==> config.mk <==
export PLATFORM = sky130hd
export DESIGN_NAME = segment_regs
export DESIGN_NICKNAME = d
export VERILOG_FILES = /design/src/rtl/seg_pkg.sv /design/src/rtl/seg_bin2bcd.sv /design/src/rtl/segment_regs.sv
export SDC_FILE = /design/constraint.sdc
export NUM_CORES = 1
export LEC_CHECK = 0
export ABC_CLOCK_PERIOD_IN_PS = 2300
export CORE_MARGIN = 5
export CORE_UTILIZATION = 35
export DETAILED_ROUTE_END_ITERATION = 10
export SYNTH_ARGS = -nofsm -noshare
export SYNTH_HDL_FRONTEND = slang
export SYNTH_SLANG_ARGS = --single-unit
==> constraint.sdc <==
create_clock -name clk -period 2.3 [get_ports clk]
set_input_delay 0.46 -clock clk [delete_from_list [all_inputs] [get_ports clk]]
set_output_delay 0.46 -clock clk [all_outputs]
set_load 0.005 [all_outputs]
==> src/rtl/seg_pkg.sv <==
// seg_pkg: shared definitions for the 7-segment register block.
//  Register offsets (iomem_addr[3:2]), DATA/CTRL/BCD field positions,
//  digit payload struct, BCD FSM state encoding and a byte-merge helper.
package seg_pkg;

   localparam int unsigned BUS_W     = 32;
   localparam int unsigned DIG_W     = 4;
   localparam int unsigned BCD_BIN_W = 7;
   localparam int unsigned BCD_MAX   = 99;

   localparam logic [1:0] SEG_REG_DATA = 2'd0;
   localparam logic [1:0] SEG_REG_CTRL = 2'd1;
   localparam logic [1:0] SEG_REG_DIV  = 2'd2;
   localparam logic [1:0] SEG_REG_BCD  = 2'd3;

   localparam int unsigned DATA_DIG1_LSB = 0;
   localparam int unsigned DATA_DP1_BIT  = 4;
   localparam int unsigned DATA_DIG2_LSB = 8;
   localparam int unsigned DATA_DP2_BIT  = 12;

   localparam int unsigned CTRL_EN1_BIT    = 0;
   localparam int unsigned CTRL_EN2_BIT    = 1;
   localparam int unsigned CTRL_BLINK1_BIT = 2;
   localparam int unsigned CTRL_BLINK2_BIT = 3;

   localparam int unsigned BCD_BUSY_BIT = 0;
   localparam int unsigned BCD_OVF_BIT  = 1;

   typedef enum logic [1:0] {
      BCD_IDLE   = 2'd0,
      BCD_SHIFT  = 2'd1,
      BCD_COMMIT = 2'd2
   } bcd_state_t;

   // One digit as seen by the downstream decoder: {dp, hex nibble}.
   typedef struct packed {
      logic             dp;
      logic [DIG_W-1:0] dig;
   } seg_digit_t;

   // Replace the bytes of old_v selected by strb with the matching bytes of new_v.
   function automatic logic [BUS_W-1:0] merge_bytes(input logic [BUS_W-1:0] old_v,
                                                    input logic [BUS_W-1:0] new_v,
                                                    input logic [3:0]       strb);
      logic [BUS_W-1:0] r;
      r = old_v;
      for (int i = 0; i < 4; i++) begin
         if (strb[i]) r[8*i +: 8] = new_v[8*i +: 8];
      end
      return r;
   endfunction

endpackage

==> src/rtl/seg_bin2bcd.sv <==
// seg_bin2bcd: serial shift-add-3 converter for binary values 0..99.
//  Only built when SEG_BCD_EN is defined.
//  Ports: clk, resetn (async active-low); start/value in (start restarts any
//  conversion in flight); busy (conversion in progress), done (COMMIT cycle,
//  tens/units valid), tens/units out.
`ifdef SEG_BCD_EN
module seg_bin2bcd
   import seg_pkg::*;
(
   input  logic                 clk,
   input  logic                 resetn,
   input  logic                 start,
   input  logic [BCD_BIN_W-1:0] value,
   output logic                 busy,
   output logic                 done,
   output logic [DIG_W-1:0]     tens,
   output logic [DIG_W-1:0]     units
);

   localparam int unsigned SHIFT_W = BCD_BIN_W + 2*DIG_W;
   localparam int unsigned CNT_W   = 3;

   bcd_state_t           state_q, state_d;
   logic [SHIFT_W-1:0]   shift_q;
   logic [CNT_W-1:0]     cnt_q;

   // One double-dabble step: adjust each BCD nibble >= 5 by +3, then shift left.
   function automatic logic [SHIFT_W-1:0] dabble(input logic [SHIFT_W-1:0] v);
      logic [SHIFT_W-1:0] r;
      r = v;
      if (r[BCD_BIN_W +: DIG_W] >= 4'd5)
         r[BCD_BIN_W +: DIG_W] = r[BCD_BIN_W +: DIG_W] + 4'd3;
      if (r[BCD_BIN_W+DIG_W +: DIG_W] >= 4'd5)
         r[BCD_BIN_W+DIG_W +: DIG_W] = r[BCD_BIN_W+DIG_W +: DIG_W] + 4'd3;
      return {r[SHIFT_W-2:0], 1'b0};
   endfunction

   // State register.
   always_ff @(posedge clk or negedge resetn) begin
      if (!resetn) state_q <= BCD_IDLE;
      else         state_q <= state_d;
   end

   // Next-state logic; a start in any state (re)enters SHIFT.
   always_comb begin
      state_d = state_q;
      case (state_q)
         BCD_IDLE:   if (start) state_d = BCD_SHIFT;
         BCD_SHIFT:  if (start) state_d = BCD_SHIFT;
                     else if (cnt_q == CNT_W'(BCD_BIN_W-1)) state_d = BCD_COMMIT;
         BCD_COMMIT: state_d = start ? BCD_SHIFT : BCD_IDLE;
         default:    state_d = BCD_IDLE;
      endcase
   end

   // Status decode; a restart during COMMIT suppresses the stale result.
   always_comb begin
      busy = (state_q != BCD_IDLE);
      done = (state_q == BCD_COMMIT) && !start;
   end

   // Shift register and bit counter.
   always_ff @(posedge clk or negedge resetn) begin
      if (!resetn) begin
         shift_q <= '0;
         cnt_q   <= '0;
      end else if (start) begin
         shift_q <= SHIFT_W'(value);
         cnt_q   <= '0;
      end else if (state_q == BCD_SHIFT) begin
         shift_q <= dabble(shift_q);
         cnt_q   <= cnt_q + CNT_W'(1);
      end
   end

   assign units = shift_q[BCD_BIN_W +: DIG_W];
   assign tens  = shift_q[BCD_BIN_W+DIG_W +: DIG_W];

endmodule
`endif

==> src/rtl/segment_regs.sv <==
// segment_regs: iomem-mapped control registers for two 7-segment digits.
//  Holds DATA/CTRL/DIV (and BCD when SEG_BCD_EN is defined), a shared blink
//  timer and registered digit outputs.
//  Ports: clk, resetn (async active-low); iomem_sel/valid/wstrb/addr/wdata in,
//  iomem_ready/rdata out (one-cycle acknowledge, rdata 0 outside ready);
//  disable1/disable2 (1 = blank), seg_data_1/seg_data_2 ({dp, nibble}).
//  Optional feature macro: SEG_BCD_EN (binary-to-BCD converter at offset 3).
module segment_regs
   import seg_pkg::*;
#(
   parameter int unsigned               BLINK_DIV_W       = 24,
   parameter logic [BLINK_DIV_W-1:0]    BLINK_DIV_DEFAULT = BLINK_DIV_W'(6000000)
) (
   input  logic             clk,
   input  logic             resetn,
   input  logic             iomem_sel,
   input  logic             iomem_valid,
   output logic             iomem_ready,
   input  logic [3:0]       iomem_wstrb,
   input  logic [BUS_W-1:0] iomem_addr,
   input  logic [BUS_W-1:0] iomem_wdata,
   output logic [BUS_W-1:0] iomem_rdata,
   output logic             disable1,
   output logic             disable2,
   output logic [4:0]       seg_data_1,
   output logic [4:0]       seg_data_2
);

   logic [1:0]             reg_sel;
   logic                   accept, wr, rd;
   logic                   wr_data, wr_ctrl, wr_div;
   logic [BUS_W-1:0]       rdata_c;
   logic [BUS_W-1:0]       div_merged;
   logic [BLINK_DIV_W-1:0] div_new;

   seg_digit_t             dig1_q, dig2_q;
   logic                   en1_q, en2_q, blink1_q, blink2_q;
   logic [BLINK_DIV_W-1:0] div_q, cnt_q;
   logic                   phase_q;

   logic                   unused_bits;

   // Bus decode; the !ready term spaces accesses two clocks apart.
   assign reg_sel = iomem_addr[3:2];
   assign accept  = iomem_valid & iomem_sel & ~iomem_ready;
   assign wr      = accept & (|iomem_wstrb);
   assign rd      = accept & ~(|iomem_wstrb);
   assign wr_data = wr & (reg_sel == SEG_REG_DATA);
   assign wr_ctrl = wr & (reg_sel == SEG_REG_CTRL);
   assign wr_div  = wr & (reg_sel == SEG_REG_DIV);

   assign div_merged  = merge_bytes(BUS_W'(div_q), iomem_wdata, iomem_wstrb);
   assign div_new     = div_merged[BLINK_DIV_W-1:0];
   assign unused_bits = &{1'b0, iomem_addr[BUS_W-1:4], iomem_addr[1:0], div_merged};

`ifdef SEG_BCD_EN
   logic             bcd_wr, bcd_start, bcd_ovf_set;
   logic             bcd_busy, bcd_done, bcd_ovf_q;
   logic [DIG_W-1:0] bcd_tens, bcd_units;

   assign bcd_wr      = wr & (reg_sel == SEG_REG_BCD) & iomem_wstrb[0];
   assign bcd_start   = bcd_wr & (iomem_wdata[BCD_BIN_W-1:0] <= BCD_BIN_W'(BCD_MAX));
   assign bcd_ovf_set = bcd_wr & ~(iomem_wdata[BCD_BIN_W-1:0] <= BCD_BIN_W'(BCD_MAX));

   seg_bin2bcd u_bin2bcd (
      .clk    (clk),
      .resetn (resetn),
      .start  (bcd_start),
      .value  (iomem_wdata[BCD_BIN_W-1:0]),
      .busy   (bcd_busy),
      .done   (bcd_done),
      .tens   (bcd_tens),
      .units  (bcd_units)
   );

   // Overflow flag: set by an out-of-range write, cleared by a completed conversion.
   always_ff @(posedge clk or negedge resetn) begin
      if (!resetn)          bcd_ovf_q <= 1'b0;
      else if (bcd_ovf_set) bcd_ovf_q <= 1'b1;
      else if (bcd_done)    bcd_ovf_q <= 1'b0;
   end
`endif

   // Read mux.
   always_comb begin
      rdata_c = '0;
      case (reg_sel)
         SEG_REG_DATA: begin
            rdata_c[DATA_DIG1_LSB +: DIG_W] = dig1_q.dig;
            rdata_c[DATA_DP1_BIT]           = dig1_q.dp;
            rdata_c[DATA_DIG2_LSB +: DIG_W] = dig2_q.dig;
            rdata_c[DATA_DP2_BIT]           = dig2_q.dp;
         end
         SEG_REG_CTRL: begin
            rdata_c[CTRL_EN1_BIT]    = en1_q;
            rdata_c[CTRL_EN2_BIT]    = en2_q;
            rdata_c[CTRL_BLINK1_BIT] = blink1_q;
            rdata_c[CTRL_BLINK2_BIT] = blink2_q;
         end
         SEG_REG_DIV: rdata_c = BUS_W'(div_q);
         SEG_REG_BCD: begin
`ifdef SEG_BCD_EN
            rdata_c[BCD_BUSY_BIT] = bcd_busy;
            rdata_c[BCD_OVF_BIT]  = bcd_ovf_q;
`endif
         end
         default: ;
      endcase
   end

   // Bus response: ready one cycle after accept, rdata only for reads.
   always_ff @(posedge clk or negedge resetn) begin
      if (!resetn) begin
         iomem_ready <= 1'b0;
         iomem_rdata <= '0;
      end else begin
         iomem_ready <= accept;
         iomem_rdata <= rd ? rdata_c : '0;
      end
   end

   // DATA register; converter results land after bus writes so they win digit fields.
   always_ff @(posedge clk or negedge resetn) begin
      if (!resetn) begin
         dig1_q <= '0;
         dig2_q <= '0;
      end else begin
         if (wr_data && iomem_wstrb[0]) begin
            dig1_q.dig <= iomem_wdata[DATA_DIG1_LSB +: DIG_W];
            dig1_q.dp  <= iomem_wdata[DATA_DP1_BIT];
         end
         if (wr_data && iomem_wstrb[1]) begin
            dig2_q.dig <= iomem_wdata[DATA_DIG2_LSB +: DIG_W];
            dig2_q.dp  <= iomem_wdata[DATA_DP2_BIT];
         end
`ifdef SEG_BCD_EN
         if (bcd_done) begin
            dig1_q.dig <= bcd_units;
            dig2_q.dig <= bcd_tens;
         end
         if (bcd_ovf_set) begin
            dig1_q.dig <= 4'hE;
            dig2_q.dig <= 4'hE;
         end
`endif
      end
   end

   // CTRL register.
   always_ff @(posedge clk or negedge resetn) begin
      if (!resetn) begin
         en1_q    <= 1'b0;
         en2_q    <= 1'b0;
         blink1_q <= 1'b0;
         blink2_q <= 1'b0;
      end else if (wr_ctrl && iomem_wstrb[0]) begin
         en1_q    <= iomem_wdata[CTRL_EN1_BIT];
         en2_q    <= iomem_wdata[CTRL_EN2_BIT];
         blink1_q <= iomem_wdata[CTRL_BLINK1_BIT];
         blink2_q <= iomem_wdata[CTRL_BLINK2_BIT];
      end
   end

   // DIV register and blink timer; a DIV write restarts the period with phase cleared.
   always_ff @(posedge clk or negedge resetn) begin
      if (!resetn) begin
         div_q   <= BLINK_DIV_DEFAULT;
         cnt_q   <= BLINK_DIV_DEFAULT;
         phase_q <= 1'b0;
      end else if (wr_div) begin
         div_q   <= div_new;
         cnt_q   <= div_new;
         phase_q <= 1'b0;
      end else if (cnt_q == '0) begin
         cnt_q   <= div_q;
         phase_q <= ~phase_q;
      end else begin
         cnt_q   <= cnt_q - BLINK_DIV_W'(1);
      end
   end

   // Registered digit outputs.
   always_ff @(posedge clk or negedge resetn) begin
      if (!resetn) begin
         disable1   <= 1'b1;
         disable2   <= 1'b1;
         seg_data_1 <= '0;
         seg_data_2 <= '0;
      end else begin
         disable1   <= ~en1_q | (blink1_q & phase_q);
         disable2   <= ~en2_q | (blink2_q & phase_q);
         seg_data_1 <= dig1_q;
         seg_data_2 <= dig2_q;
      end
   end

endmodule

---- Yosys cells after proc, flatten, opt, wreduce, memory -nomap -nowiden ----
Cells that the tools add are included.
word-level totals
  input port bits ......................... 72
  output and inout bits ................... 45
  flip-flop bits (word level) ............. 108
  word-level logic and storage cells ...... 56
operators by class
  eq/ne operators ......................... 2
  mux-type cells .......................... 13
  $add $sub $neg .......................... 1
  bitwise gates (word level) .............. 16
  reduce and logical (&&, ||, !) cells .... 7
operators with widths
  operator               number
  $mux 24                2
  $mux 32                1
  $logic_not 24->1       1
  $mux 8                 3
  $sub 24x1->24 const B  1
  $pmux 4 s3             1
  $mux 11                1
  $pmux 5 s2             1
  $and 1x1->1            9
  $not 1->1              5
  $reduce_or 4->1        1
  $logic_and 1x1->1      3
  $mux 3                 1
  $eq 2x1->1 const B     1
  $eq 2x2->1 const B     1
  $logic_not 2->1        1
  $mux 1                 2
  $or 1x1->1             2
  $pmux 1 s2             1
  $reduce_bool 2->1      1

---- Longest topological paths before layout ----
Gate-level depths: netlist of the first run.
  word-level depth ........................ 5
  mapped depth ............................ 8

---- Worst setup path before layout of the first run ----
OpenSTA, ideal clock, no wires.
  path type ............................... input to register
  start point ............................. input iomem_wstrb[0]
  end point ............................... register div_q[14]
  stages .................................. 7
  data required time ...................... 2,175 ps
  path slack .............................. 71 ps
  library setup time ...................... 125 ps
  path buffers ............................ 3
  arrival time ............................ 2,105 ps
  cells stage by stage .................... clkbuf_1 > nor4_1 > nor3_1 > buf_2 > nand2_1 > buf_4 > mux2_2
on the way
  longest elaborated chain between the ends .. 3
RTL lines
  element               RTL line             text
  from (decl)           segment_regs.sv:19   input logic [3:0] iomem_wstrb,
  $reduce_or 4->1       segment_regs.sv:46   assign wr = accept & (|iomem_wstrb);
  $and 1x1->1           segment_regs.sv:46
  $and 1x1->1           segment_regs.sv:50   assign wr_div = wr & (reg_sel == SEG_REG_DIV);
  to (signal assigned)  segment_regs.sv:171  div_q <= div_new;
  to (decl)             segment_regs.sv:38   logic [BLINK_DIV_W-1:0] div_q, cnt_q;
Every way passes these cells.
A chain may end at the register's enable or synchronous reset.

---- Worst setup path in the final report of the first run ----
  start point ............................. register cnt_q[0]
  end point ............................... register cnt_q[1]
on the way
  longest elaborated chain between the ends .. 3
RTL lines
  element                                            RTL line                                  text
  from (decl)                                        segment_regs.sv:38
  from (signal assigned)                             segment_regs.sv:172                       cnt_q <= div_new;
  from (signal assigned)                             segment_regs.sv:175                       cnt_q <= div_q;
  from (signal assigned)                             segment_regs.sv:178                       cnt_q <= cnt_q - BLINK_DIV_W'(1);
  $sub 24x1->24 or $logic_not 24->1 (tied branches)  segment_regs.sv:178, segment_regs.sv:174
  $mux 24 *                                          segment_regs.sv:174                       end else if (cnt_q == '0) begin
  $mux 24 *                                          segment_regs.sv:170                       end else if (wr_div) begin
Every way passes the cells marked *; elsewhere a longest branch is shown, timed or not.

==> flow_results.xml, run 1 <==
<?xml version="1.0" encoding="UTF-8"?>
<metrics>
  <group name="clock_network">
    <metric name="cts_buffer_depth" unit="">2</metric>
    <metric name="cts_made_buffers" unit="">9</metric>
    <metric name="cts_hold_repair.buffers" unit="">0</metric>
    <metric name="clock_tree.root_cell" unit="">clkbuf_16</metric>
    <metric name="clkTransAtPathRegs" unit="ps">70</metric>
    <metric name="sinks_on_the_clock_net" unit="">100</metric>
    <metric name="clock_tree_from_tritoncts" unit="">built</metric>
    <metric name="clk-insertion-delay-late" unit="ps">350</metric>
    <metric name="htree_num_levels" unit="">3</metric>
  </group>
  <group name="synth">
    <metric name="synth-async-reset-ratio" unit="%">100</metric>
    <metric name="synth-edff-count" unit="">0</metric>
    <metric name="synth.ff_latch_count" unit="">100</metric>
    <metric name="yosys.area.top_type_share" unit="%">43.6</metric>
    <metric name="most_frequent_cell_after_synthesis" unit="">dfrtp_1</metric>
    <metric name="synth_ff_type" unit="">dfrtp_1</metric>
    <metric name="synth.yosys.warnings" unit="">0</metric>
    <metric name="yosysSeqAreaShare" unit="%">56.5</metric>
    <metric name="synth_largest_area_cell" unit="">dfrtp_1</metric>
    <metric name="synth.lib_cells_used.distinct" unit="">49</metric>
    <metric name="netlist_instances" unit="">383</metric>
    <metric name="synth.top_cells.by_count" unit="">dfrtp_1, mux2_2, nand2_1</metric>
    <metric name="syn_area" unit="um^2">4480</metric>
    <metric name="synth_area_per_cell" unit="um^2">11.7</metric>
    <metric name="post_synth_main_area_contributors" unit="">dfrtp_1, dfstp_2, mux2_2</metric>
  </group>
  <group name="worst_hold_path">
    <metric name="hold_path.class" unit="">input port to async pin</metric>
  </group>
  <group name="setup_path">
    <metric name="critical_path.max_stage_delay" unit="ps">580</metric>
    <metric name="cp_data_arrival_time" unit="ps">2410</metric>
    <metric name="timing.critical_path.fanout_max" unit="">6</metric>
    <metric name="startpoint_type" unit="">flop</metric>
    <metric name="worstPathCellList" unit="">inv_1 -&gt; ha_1 -&gt; or4b_2 -&gt; or3_4 -&gt; o21ai_1 -&gt; o221ai_1</metric>
    <metric name="cpMaxStageDelayCell" unit="">or4b_2</metric>
    <metric name="end_kind" unit="">flop</metric>
    <metric name="timing.setup.critical_path_class" unit="">flop to flop</metric>
    <metric name="critical_path_required" unit="ps">2510</metric>
  </group>
  <group name="run">
    <metric name="cap_violations" unit="">0</metric>
  </group>
  <group name="finish">
    <metric name="nNetsFinal" unit="">562</metric>
    <metric name="post_route_cells_drive_above_1_share" unit="%">27.8</metric>
    <metric name="insertedDiodeCount" unit="">0</metric>
    <metric name="design_area" unit="um^2">5950</metric>
    <metric name="area_growth_syn_to_layout" unit="%">32.9</metric>
    <metric name="fillerInstances" unit="">1143</metric>
    <metric name="area_of_the_multi_input_gates" unit="um^2">1830</metric>
    <metric name="finalCoreUtilization" unit="%">47.4</metric>
    <metric name="seqCellArea" unit="um^2">2530</metric>
  </group>
  <group name="global_routing">
    <metric name="grt_start_max_net_pins" unit="">101</metric>
    <metric name="grt_use_total" unit="%">15.2</metric>
    <metric name="groute.layer.met3.usage" unit="%">2.38</metric>
    <metric name="grt_use_met2" unit="%">24.6</metric>
    <metric name="grt-ovfl-total" unit="">0</metric>
    <metric name="grt_antenna_before_repair" unit="">0</metric>
    <metric name="grt_first_pass_wirelength" unit="um">17800</metric>
    <metric name="number_of_global_route_vias_before_repair" unit="">3451</metric>
    <metric name="met1_usage_in_global_routing" unit="%">20.4</metric>
    <metric name="grt_busiest_layer" unit="">met2</metric>
  </group>
  <group name="timing">
    <metric name="max_slew_margin" unit="%">62.7</metric>
    <metric name="tightestPinTransition" unit="ps">560</metric>
    <metric name="hold_violations" unit="">0</metric>
    <metric name="timing.final.setup_violations" unit="">0</metric>
    <metric name="clock.fmax" unit="MHz">455</metric>
    <metric name="min_period_over_period" unit="%">95.5</metric>
    <metric name="timing_max_transition_violations_final" unit="">0</metric>
    <metric name="min_period" unit="ps">2200</metric>
    <metric name="finalClockSkew" unit="ps">7.24</metric>
  </group>
  <group name="power">
    <metric name="p_leak" unit="nW">2.56</metric>
    <metric name="power.density" unit="nW/um^2">879</metric>
    <metric name="peakVddDrop" unit="mV">0.419</metric>
  </group>
  <group name="outcome">
    <metric name="run_status" unit="">finished, final reports clean</metric>
  </group>
  <group name="floorplan">
    <metric name="boundaryPins" unit="">117</metric>
    <metric name="floorplan_row_count" unit="">41</metric>
    <metric name="die_height" unit="um">123</metric>
    <metric name="fp.coreArea" unit="um^2">12600</metric>
    <metric name="die_w" unit="um">123</metric>
    <metric name="die_area" unit="um^2">15200</metric>
    <metric name="initial_utilization" unit="%">35.6</metric>
  </group>
  <group name="placed_design">
    <metric name="dpl_cell_area" unit="um^2">5590</metric>
    <metric name="gp_routability_congestion" unit="">0.845</metric>
    <metric name="dp.final_hpwl" unit="um">7690</metric>
    <metric name="port_buffer_count" unit="">70</metric>
  </group>
  <group name="drt">
    <metric name="drt_iter0_drcs" unit="">182</metric>
    <metric name="route.detailed.vias_per_inst" unit="">4.92</metric>
    <metric name="finalWirelength" unit="um">10700</metric>
    <metric name="drc" unit="">0</metric>
    <metric name="first_pass_iters" unit="">4</metric>
    <metric name="route.vias.total" unit="">3271</metric>
    <metric name="wire_per_inst" unit="um">16.1</metric>
    <metric name="route.antenna.remaining_nets" unit="">0</metric>
  </group>
</metrics>
[kinds of logic (layout without fill, tap and decap cells)]
kind of cell / count (synthesis) / after routing / share of synthesized area [%]
AO/OA/AOI/OAI: 54 / 54 / 9.72
AND/OR/NAND/NOR: 137 / 137 / 16.4
adder cells (fa/ha/maj): 2 / 2 / 0.559
other: 1 / 8 / 0.0837
multiplexers: 44 / 44 / 10.8
XOR/XNOR: 11 / 11 / 2.15
buffers and inverters: 34 / 137 / 3.88
flip-flops: 100 / 100 / 56.5
[what timing repair did]
action	4_1_cts	5_1_grt
resized for setup	0	3
endpoints found under the setup margin	0	5
buffers inserted	0	2
[placed cells by master, fill, tap and decap left out, types with 8 or more instances in the layout]
master	instances
dfstp_2	22
nor3_1	13
buf_4	41
nand3_1	15
dfrtp_1	78
conb_1	8
mux2_2	33
nor2_1	24
inv_1	10
mux2i_1	11
nand2_1	32
clkdlybuf4s50_1	69
clkbuf_16	9
o221a_2	15
and3_1	13
[through the flow]
step	setup slack, ps	power (W)	std cells	hold WS, ps	TNS, ps
after floorplan	70.7	0.00313	390	164	0
after global placement	-170	0.00359	647	378	-3750
after detailed placement	-154	0.00362	647	380	-4060
after CTS	18.4	0.00529	663	194	0
after global routing	-1.17	0.00554	665	203	-1.17
final	104	0.00524	665	144	0
[worst max-delay path: cells and delay by family (launching register included)]
kind                       cells  cell delay (ps)
adders and majority gates      1              150
AOI/OAI and AO/OA              2              480
and+or+nand+nor                2              970
buffers and inverters          1               80
DFF                            1              380
[sequential cells by signal, summed over array words and instances, names as in the netlist, 5 cells and up]
signal       cells
div_q           24
seg_data_2       5
iomem_rdata     24
dig2_q           5
cnt_q           24
dig1_q           5
seg_data_1       5
[power by group]
group	switching (W)	total (W)	leakage [nW]	internal, W
clock network	0.000653	0.00164	0.156	0.000987
logic	0.000462	0.00112	1.18	0.000656
registers	0.000274	0.00248	1.23	0.00220
total	0.00139	0.00524	2.56	0.00385
[area by class of cell]
| class | instances | area share [%] |
|---|---|---|
| inverter | 10 | 0.630 |
| clock inverter | 5 | 1.43 |
| sequential | 100 | 42.5 |
| timing repair buffer | 111 | 17.1 |
| clock buffer | 11 | 4.08 |
| tap | 172 | 3.61 |
| multi-input combinational | 256 | 30.7 |
[metal layers]
metal  up-vias  wire length [um]
met3        13               458
met5         -                 0
met1      1606              4920
met2        66              5160
li1       1586                 -
met4         0               179
[path summary, 6_finish.rpt]
check | start | end | slack [ps] | cells past startpoint
setup / recovery | cnt_q[0]$_DFF_PN0_ | cnt_q[1]$_DFF_PN0_ | 100 | 6
hold / removal | resetn | iomem_rdata[3]$_DFF_PN0_ | 140 | 2
setup reg to reg | cnt_q[0]$_DFF_PN0_ | cnt_q[1]$_DFF_PN0_ | 100 | 6
hold reg to reg | dig1_q[4]$_DFFE_PN0P_ | seg_data_1[4]$_DFF_PN0_ | 400 | 0
max in group asynchronous | resetn | div_q[15]$_DFFE_PN1P_ | 1700 | 2
min in group clk | dig1_q[4]$_DFFE_PN0P_ | seg_data_1[4]$_DFF_PN0_ | 400 | 0
No activity file was read; power rests on OpenSTA's default activity.
==> run 2, diff against run 1 <==
Settings changed: GPL_TIMING_DRIVEN set to 0.
==> run 2 against run 1 <==
Against the previous run:
- count of clock-buffer cells in the layout down 1
- fmax decreased by 3.7%
- global-route usage rose by 0.11 points
- worst hold slack worse by 49 ps
- core utilization shrank 0.21 points
- critical path type unchanged
- clock skew is 1.7 ps lower
- via count down 1.0%
- critical endpoint is now cnt_q[23]$_DFF_PN0_
- combinational power is 4% lower
==> flow_results.xml, run 2 (synthesized netlist as in run 1, its figures left out) <==
<?xml version="1.0" encoding="UTF-8"?>
<metrics>
  <group name="floorplan">
    <metric name="die_height" unit="um">123</metric>
    <metric name="fp.coreArea" unit="um^2">12600</metric>
    <metric name="floorplan_row_count" unit="">41</metric>
    <metric name="die_w" unit="um">123</metric>
    <metric name="boundaryPins" unit="">117</metric>
    <metric name="initial_utilization" unit="%">35.6</metric>
    <metric name="die_area" unit="um^2">15200</metric>
  </group>
  <group name="finish">
    <metric name="post_route_cells_drive_above_1_share" unit="%">28.5</metric>
    <metric name="insertedDiodeCount" unit="">0</metric>
    <metric name="reg_top3" unit="">cnt_q (24), div_q (24), iomem_rdata (24)</metric>
    <metric name="area_growth_syn_to_layout" unit="%">32.3</metric>
    <metric name="design_area" unit="um^2">5930</metric>
    <metric name="final_common_cell" unit="">dfrtp_1</metric>
    <metric name="fillerInstances" unit="">1170</metric>
    <metric name="commonest_non_fill_non_tap_cells_in_the_layout" unit="">dfrtp_1, clkdlybuf4s50_1, mux2_2</metric>
    <metric name="nNetsFinal" unit="">553</metric>
  </group>
  <group name="drt">
    <metric name="route.vias.total" unit="">3237</metric>
    <metric name="finalWirelength" unit="um">11100</metric>
    <metric name="route.detailed.vias_per_inst" unit="">4.93</metric>
    <metric name="route.antenna.remaining_nets" unit="">0</metric>
    <metric name="first_pass_iters" unit="">4</metric>
    <metric name="wire_per_inst" unit="um">16.9</metric>
    <metric name="drt_iter0_drcs" unit="">108</metric>
    <metric name="drc" unit="">0</metric>
  </group>
  <group name="placed_design">
    <metric name="port_buffer_count" unit="">69</metric>
    <metric name="dpl_cell_area" unit="um^2">5440</metric>
    <metric name="gp_routability_congestion" unit="">0.762</metric>
    <metric name="dp.final_hpwl" unit="um">7930</metric>
  </group>
  <group name="setup_path">
    <metric name="timing.critical_path.fanout_max" unit="">8</metric>
    <metric name="critical_path.max_stage_delay" unit="ps">590</metric>
    <metric name="critical_path_required" unit="ps">2520</metric>
    <metric name="worstPathCellList" unit="">or4_4 -&gt; or3_4 -&gt; buf_8 -&gt; o31a_1 -&gt; a31oi_2 -&gt; o221ai_2</metric>
    <metric name="cp_data_arrival_time" unit="ps">2500</metric>
    <metric name="cpMaxStageDelayCell" unit="">or4_4</metric>
    <metric name="end_kind" unit="">flop</metric>
    <metric name="timing.setup.critical_path_class" unit="">flop to flop</metric>
    <metric name="startpoint_type" unit="">flop</metric>
  </group>
  <group name="global_routing">
    <metric name="grt_first_pass_wirelength" unit="um">17800</metric>
    <metric name="grt_use_total" unit="%">15.3</metric>
    <metric name="grt_antenna_before_repair" unit="">0</metric>
    <metric name="grt_start_max_net_pins" unit="">62</metric>
    <metric name="grt-ovfl-total" unit="">0</metric>
    <metric name="number_of_global_route_vias_before_repair" unit="">3301</metric>
  </group>
  <group name="timing">
    <metric name="clock.fmax" unit="MHz">439</metric>
    <metric name="min_period_over_period" unit="%">99.1</metric>
    <metric name="hold_violations" unit="">0</metric>
    <metric name="tightestPinTransition" unit="ps">813</metric>
    <metric name="timing_max_transition_violations_final" unit="">0</metric>
    <metric name="grt_setup_unrepaired" unit="">true</metric>
    <metric name="timing.final.setup_violations" unit="">0</metric>
    <metric name="max_slew_margin" unit="%">45.8</metric>
    <metric name="finalClockSkew" unit="ps">5.59</metric>
    <metric name="min_period" unit="ps">2280</metric>
  </group>
  <group name="clock_network">
    <metric name="cts_buffer_depth" unit="">2</metric>
    <metric name="sinks_on_the_clock_net" unit="">100</metric>
    <metric name="cts_made_buffers" unit="">9</metric>
    <metric name="htree_num_levels" unit="">3</metric>
    <metric name="clock_tree_from_tritoncts" unit="">built</metric>
    <metric name="clk-insertion-delay-late" unit="ps">340</metric>
    <metric name="clkTransAtPathRegs" unit="ps">70</metric>
    <metric name="clock_tree.root_cell" unit="">clkbuf_16</metric>
  </group>
  <group name="power">
    <metric name="power.density" unit="nW/um^2">872</metric>
    <metric name="p_leak" unit="nW">2.51</metric>
    <metric name="peakVddDrop" unit="mV">0.399</metric>
    <metric name="report.power.total" unit="W">0.00517</metric>
  </group>
  <group name="worst_hold_path">
    <metric name="hold_path.class" unit="">input port to async pin</metric>
  </group>
  <group name="outcome">
    <metric name="run_status" unit="">finished, final reports clean</metric>
  </group>
  <group name="run">
    <metric name="cap_violations" unit="">0</metric>
  </group>
</metrics>
-- run 2: final cells by class --
cell class                      instances  area, um^2  share of cell area (%)
Clock buffer                           10         239                    4.03
Sequential cell                       100        2530                    42.7
Inverter                               10        37.5                   0.633
Multi-Input combinational cell        256        1910                    32.2
Timing Repair Buffer                   80         790                    13.3
Clock inverter                          6        68.8                    1.16
Buffer                                 22         138                    2.32
Tap cell                              172         215                    3.63
-- run 2: repair_timing --
item | 4_1_cts | 5_1_grt
pin swaps | 2 | 7
gates resized for setup | 13 | 18
setup endpoints to repair | 46 | 23
cloned | 0 | 0
buffers inserted | 1 | 9
endpoints found under the hold margin | 0 | 0
hold buffers | 0 | 0
-- run 2: path summary, 6_finish.rpt --
kind	depth (start not counted)	slack (ps)	from	to
min	1	90	resetn	blink1_q$_DFFE_PN0P_
max reg2reg	6	20	cnt_q[3]$_DFF_PN0_	cnt_q[23]$_DFF_PN0_
min in group clk	0	400	dig1_q[4]$_DFFE_PN0P_	seg_data_1[4]$_DFF_PN0_
max in group asynchronous	2	1470	resetn	cnt_q[8]$_DFF_PN1_
min reg2reg	0	400	dig1_q[4]$_DFFE_PN0P_	seg_data_1[4]$_DFF_PN0_
max	6	20	cnt_q[3]$_DFF_PN0_	cnt_q[23]$_DFF_PN0_
-- run 2: per-stage QoR --
step | hold slack, ps | cells | util, % | setup WS [ps] | TNS, ps
detailed placement | 383 | 632 | 43.3 | -1120 | -40270
CTS | 114 | 648 | 46.2 | -4.94 | -8.17
global placement | 378 | 631 | 43.1 | -3020 | -313230
global route | 133 | 656 | 47.2 | -26.0 | -28.4
finish | 95.0 | 656 | 47.2 | 20.2 | 0
floorplan | 164 | 390 | - | 70.7 | 0
-- run 2: worst max-delay path, delay by kind of cell (launching register included) --
family / cells / cell delay [ps]
AND/OR/NAND/NOR: 2 / 1010
AO/OA/AOI/OAI: 3 / 570
flip-flops: 1 / 430
buffers and inverters: 1 / 150
-- run 2: layer usage --
| layer | vias to the layer above | GRT usage [%] | wire length (um) |
|---|---|---|---|
| li1 | 1574 | - | - |
| met1 | 1585 | 20.9 | 5230 |
| met2 | 67 | 24.0 | 5250 |
| met3 | 11 | 3.29 | 429 |
| met4 | 0 | 5.54 | 169 |
| met5 | - | 0 | 0 |
-- run 2: power by group --
| part | internal [W] | total, W | switching [W] | leakage, nW |
|---|---|---|---|---|
| Sequential | 0.00221 | 0.00253 | 0.000327 | 1.23 |
| Combinational | 0.000642 | 0.00108 | 0.000439 | 1.14 |
| Clock | 0.000883 | 0.00156 | 0.000674 | 0.150 |
